### config.mk
export PLATFORM = sky130hd
export DESIGN_NAME = pinball_tone_gen
export DESIGN_NICKNAME = d
export VERILOG_FILES = /design/src/rtl/pinball_tone_gen.sv
export SDC_FILE = /design/constraint.sdc
export NUM_CORES = 1
export LEC_CHECK = 0
export BUFFER_PORTS_ARGS = -buffer_cell sky130_fd_sc_hd__buf_4
export CAP_MARGIN = 10
export CORE_MARGIN = 2
export CORE_UTILIZATION = 30
export DETAILED_ROUTE_END_ITERATION = 8
export MAX_ROUTING_LAYER = met4
export PLACE_DENSITY = 0.52
export SLEW_MARGIN = 0
export SYNTH_ARGS = -nofsm -noshare
export SYNTH_HDL_FRONTEND = slang
export SYNTH_SLANG_ARGS = --single-unit
### constraint.sdc
create_clock -name clk -period 5.3 [get_ports clk]
set_clock_uncertainty 0.05 [all_clocks]
set_input_delay 1.06 -clock clk [delete_from_list [all_inputs] [get_ports clk]]
set_output_delay 1.06 -clock clk [all_outputs]
set_load 0.02 [all_outputs]
### src/rtl/pinball_tone_gen.sv
// pinball_tone_gen: square-wave note generator with a silent gap on retrigger
// and a falling-pitch sweep for the game-over code.
`timescale 1ns/1ps
module pinball_tone_gen #(
  parameter int unsigned CLK_FREQ_HZ = 25_000_000,
  parameter int unsigned GAP_FRAMES  = 1,
  parameter int unsigned SWEEP_CODE  = 10
) (
  input  logic        clk,
  input  logic        resetN,
  input  logic        startOfFrame,
  input  logic        soundEnable,
  input  logic [3:0]  frequency,
  output logic        tone_out,
  output logic        playing,
  output logic [3:0]  cur_code,
  output logic [15:0] half_period
);

  localparam int unsigned CODE_W = 4;
  localparam int unsigned DIV_W  = 16;
  localparam int unsigned GAP_W  = 3;
  localparam int unsigned SUM_W  = DIV_W + 1;

  localparam logic [CODE_W-1:0] SWEEP_C  = CODE_W'(SWEEP_CODE);
  localparam logic [GAP_W-1:0]  GAP_LOAD = GAP_W'(GAP_FRAMES);

  // Half-period divisor for a note frequency; 0 Hz marks a silent code.
  function automatic logic [DIV_W-1:0] div_of(input int unsigned hz);
    if (hz == 0) return '0;
    return DIV_W'(CLK_FREQ_HZ / (2 * hz));
  endfunction

  localparam logic [DIV_W-1:0] DIV_TBL [16] = '{
    div_of(0),    div_of(440),  div_of(523),  div_of(659),
    div_of(698),  div_of(784),  div_of(880),  div_of(392),
    div_of(988),  div_of(1047), div_of(262),  div_of(0),
    div_of(0),    div_of(0),    div_of(0),    div_of(0)
  };

  typedef enum logic [1:0] {
    S_IDLE = 2'd0,
    S_PLAY = 2'd1,
    S_GAP  = 2'd2
  } state_t;

  state_t             r_state;
  logic               r_tone;
  logic               r_playing;
  logic [CODE_W-1:0]  r_code;
  logic [DIV_W-1:0]   r_half;
  logic [DIV_W-1:0]   r_cnt;
  logic [GAP_W-1:0]   r_gap;

  state_t             w_state_nxt;
  logic               w_tone_nxt;
  logic               w_playing_nxt;
  logic [CODE_W-1:0]  w_code_nxt;
  logic [DIV_W-1:0]   w_half_nxt;
  logic [DIV_W-1:0]   w_cnt_nxt;
  logic [GAP_W-1:0]   w_gap_nxt;

  logic [DIV_W-1:0]   w_new_div;
  logic [DIV_W-1:0]   w_cur_div;
  logic               w_new_silent;
  logic               w_code_chg;
  logic [SUM_W-1:0]   w_sweep_sum;
  logic [DIV_W-1:0]   w_sweep_sat;

  // Table lookups and the saturating 1/8 pitch-drop step.
  always_comb begin
    w_new_div    = DIV_TBL[frequency];
    w_cur_div    = DIV_TBL[r_code];
    w_new_silent = (w_new_div == '0);
    w_code_chg   = (frequency != r_code);
    w_sweep_sum  = {1'b0, r_half} + SUM_W'(r_half >> 3);
    w_sweep_sat  = w_sweep_sum[SUM_W-1] ? '1 : w_sweep_sum[DIV_W-1:0];
  end

  // State register and all datapath registers.
  always_ff @(posedge clk) begin
    if (!resetN) begin
      r_state   <= S_IDLE;
      r_tone    <= 1'b0;
      r_playing <= 1'b0;
      r_code    <= '0;
      r_half    <= '0;
      r_cnt     <= '0;
      r_gap     <= '0;
    end else begin
      r_state   <= w_state_nxt;
      r_tone    <= w_tone_nxt;
      r_playing <= w_playing_nxt;
      r_code    <= w_code_nxt;
      r_half    <= w_half_nxt;
      r_cnt     <= w_cnt_nxt;
      r_gap     <= w_gap_nxt;
    end
  end

  // Next-state and next-register logic; a code change outranks frame pulses.
  always_comb begin
    w_state_nxt = r_state;
    w_tone_nxt  = r_tone;
    w_code_nxt  = r_code;
    w_half_nxt  = r_half;
    w_cnt_nxt   = r_cnt;
    w_gap_nxt   = r_gap;

    unique case (r_state)
      S_IDLE: begin
        w_tone_nxt = 1'b0;
        w_cnt_nxt  = '0;
        if (soundEnable && !w_new_silent) begin
          w_state_nxt = S_PLAY;
          w_code_nxt  = frequency;
          w_half_nxt  = w_new_div;
          w_cnt_nxt   = w_new_div - DIV_W'(1);
          w_tone_nxt  = 1'b1;
        end
      end

      S_PLAY: begin
        if (!soundEnable) begin
          w_state_nxt = S_IDLE;
          w_tone_nxt  = 1'b0;
          w_cnt_nxt   = '0;
        end else if (w_code_chg) begin
          w_tone_nxt = 1'b0;
          w_cnt_nxt  = '0;
          if (w_new_silent) begin
            w_state_nxt = S_IDLE;
          end else begin
            w_state_nxt = S_GAP;
            w_code_nxt  = frequency;
            w_gap_nxt   = GAP_LOAD;
          end
        end else begin
          if (r_cnt == '0) begin
            w_tone_nxt = ~r_tone;
            w_cnt_nxt  = r_half - DIV_W'(1);
          end else begin
            w_cnt_nxt  = r_cnt - DIV_W'(1);
          end
          if (startOfFrame && (r_code == SWEEP_C)) begin
            w_half_nxt = w_sweep_sat;
          end
        end
      end

      S_GAP: begin
        w_tone_nxt = 1'b0;
        w_cnt_nxt  = '0;
        if (!soundEnable) begin
          w_state_nxt = S_IDLE;
          w_gap_nxt   = '0;
        end else if (w_code_chg) begin
          if (w_new_silent) begin
            w_state_nxt = S_IDLE;
            w_gap_nxt   = '0;
          end else begin
            w_code_nxt = frequency;
            w_gap_nxt  = GAP_LOAD;
          end
        end else if (startOfFrame) begin
          if (r_gap <= GAP_W'(1)) begin
            w_state_nxt = S_PLAY;
            w_gap_nxt   = '0;
            w_half_nxt  = w_cur_div;
            w_cnt_nxt   = w_cur_div - DIV_W'(1);
            w_tone_nxt  = 1'b1;
          end else begin
            w_gap_nxt = r_gap - GAP_W'(1);
          end
        end
      end

      default: begin
        w_state_nxt = S_IDLE;
        w_tone_nxt  = 1'b0;
        w_cnt_nxt   = '0;
        w_gap_nxt   = '0;
      end
    endcase

    w_playing_nxt = (w_state_nxt == S_PLAY);
  end

  assign tone_out    = r_tone;
  assign playing     = r_playing;
  assign cur_code    = r_code;
  assign half_period = r_half;

endmodule
==> results.yml <==
run:
  drv_cap: 0
floorplan:
  start_util_pct: 30.8
  fp.dieH_um: 132
  fp.coreArea_um2: 15900
  dieArea_um2: 17300
  ios: 30
  dieWidth_um: 132
  fp-row-count: 46
route:
  via_per_inst: 5.74
  first_iter_violations: 585
  antenna_left: 0
  vias: 5240
  finalWirelength_um: 17900
  firstDrtPassIters: 7
  wire_per_inst_um: 19.6
  drc: 0
logic_synthesis:
  netlist_area_um2: 4890
  synth_commonest_cells: "72 x nand2_1, 69 x a21oi_1, 55 x nor2_1, 48 x o21ai_0, 43 x dfxtp_1"
  yosysSeqAreaShare_pct: 17.6
  avgSynthCellArea_um2: 7.04
  ys_seq_elements: 43
  synth_top_cell_area_share_pct: 17.6
  synth_top_area_cell: "dfxtp_1"
  synth.most_common_cell: "nand2_1"
  postSynthCellCount: 694
  synth_area_leaders: "dfxtp_1 18%, ha_1 9.2%, a21oi_1 7.1%, nand2_1 5.5%, o21ai_0 4.9%"
  syn-num-nets: 739
  ys_async_sr_fraction_pct: 0
  synth.distinct_cells: 67
  synth_edf_count: 0
  yosysWarnings: 0
  synth-main-ff-cell: "dfxtp_1"
sta:
  setup_tns_ns: 0
  rsz0062_at_grt: "false"
  period_share_pct: 74.1
  final_max_slew_viol_count: 0
  hold_violations: 0
  fmax_mhz: 254
  max_slew_margin_pct: 45.2
  finalSetupViolCount: 0
  whs_ns: 0.439
  worst_slew_pin_slew_ns: 0.816
  min_period_ns: 3.93
final_layout:
  n_fill_cell: 1720
  syn2layout_area_growth_pct: 11.6
  finalCoreUtilization_pct: 34.3
  drive_above_1_share_pct: 9.33
  nets: 741
  diodes: 0
  final_cells: 913
hold_path:
  holdCritPathClass: "reg2reg"
  hold_depth: 2
  holdCritStartpoint: "r_gap[1]"
  min_to: "r_gap[1]"
clock_tree:
  cts_tree: "built"
  cts_resized: 0
  cts_num_sinks: 43
  cts_hold_buf: 0
  cts_setup_buffers: 0
  clkSlewWorstSetupHoldPaths_ns: 0.07
  root_buffer: "clkbuf_16"
  cts_made_buffers: 5
  clock_latency_ns: 0.31
  clk_path_buf_depth: 2
  cts-htree-levels: 2
global_routing:
  antenna_found_initial: 0
  grt_first_pass_wirelength_um: 28300
  grt_max_degree: 36
  grt_usage_pct: 21.0
  grt_pass1_vias: 5007
  overflow: 0
setup_path:
  worst-r2r-cell-count: 10
  r2r-end: "r_cnt[13]"
  r2r_start: "cur_code[1]"
  crit_fanout: 11
  r2r_slack_ns: 1.37
  crit_path_end_kind: "flop"
  slowest_stage: "o31ai_1"
  cp.required_ns: 5.41
  criticalPathCategory: "reg2reg"
  cp.arrival_ns: 4.04
  crit_chain: "inv_1, ha_1, nor2b_1, o31ai_1, nand3_1, o21ai_0, o211ai_1, a211o_1, a31oi_1, a21oi_1"
  cpPeakStageDelay_ns: 0.73
  path_buf_inv: 1
  cp_top_family: "compound AO/OA/AOI/OAI gates"
  critPathLaunchType: "flop"
placement:
  port_buffers: 29
  gp_congestion: 0.954
  placed_cells: 905
  dp_hpwl_um: 13800
pwr:
  p_leak_uw: 0.00211
  ir_worst_vdd_v: 0.000134
  cellPowerDensity_nw_per_um2: 265
outcome:
  status: "completed"
## through the flow
step	worst slack (ns)	area, um2	total power (uW)
floorplan	1.55	4890	826
global placement	1.32	5270	1010
detailed placement	1.21	5270	1010
CTS	1.52	5460	1440
global route	1.10	5460	1520
finish	1.37	5460	1450
## metal layers
metal | part of all wire, % | GRT usage (%) | vias to the layer above | routed length (um)
met4 | 2.0 | 6.28 | 0 | 361
met3 | 7.1 | 4.48 | 27 | 1280
met1 | 47 | 28.3 | 2480 | 8420
met5 | 0 | - | - | 0
met2 | 44 | 31.5 | 183 | 7880
li1 | - | - | 2550 | -
## state kept, by name, summed over array words and instances (netlist names)
| name | flops |
|---|---|
| cur_code | 4 |
| r_cnt | 16 |
| tone_out | 1 |
| half_period | 16 |
| r_gap | 3 |
| playing | 1 |
| r_state | 2 |
## how the worst max path moves through the flow
stage | startpoint | end | slack [ns] | cells past startpoint
final | cur_code[1] | r_cnt[13] | 1.37 | 10
after global placement | frequency[0] | r_cnt[4] | 1.32 | 11
after detailed placement | frequency[0] | r_cnt[4] | 1.21 | 11
after CTS | cur_code[1] | r_cnt[13] | 1.52 | 10
after global routing | cur_code[1] | r_cnt[13] | 1.10 | 10
after floorplan | frequency[1] | r_cnt[4] | 1.55 | 12
## layout by cell type, fill, tap and decap left out, types with 17 or more instances in the layout
cell / instances
a21oi_1: 69
inv_1: 24
nand3_1: 17
nor2_1: 55
dfxtp_1: 43
nand2_1: 72
buf_4: 37
nor3_1: 23
nand2b_1: 17
o21ai_0: 48
xnor2_1: 19
ha_1: 36
xor2_1: 17
## where the power goes
part | leakage, uW | switching, uW | total, uW | internal (uW)
combinational | 0.00166 | 392 | 624 | 233
clock | 0.0000911 | 157 | 429 | 271
sequential | 0.000352 | 47.4 | 394 | 346
## tightest hold or removal path, cell delays in order (launching register included)
cell and delay [ns]:
dfxtp_1 0.32, nand2_1 0.05, o21ai_0 0.06
## final cells by class
type	instances	area (um2)	area share, %
clock buffer	6	129	2.36
clock inverter	2	60.1	1.10
inverter	25	93.8	1.72
multi-input combinational	584	3760	69.0
sequential	43	861	15.8
tap	216	270	4.95
timing repair buffer	37	278	5.09
## cells by family after synthesis
family          after synthesis  synth area share [%]
mux                          14                  2.92
xor+xnor                     36                  6.45
compound gates              245                  32.5
buf+inv                      67                  5.40
simple gates                252                  25.5
flops                        43                  17.6
fa+ha+maj                    37                  9.62
Note: power is estimated with default switching activity, not from simulation.
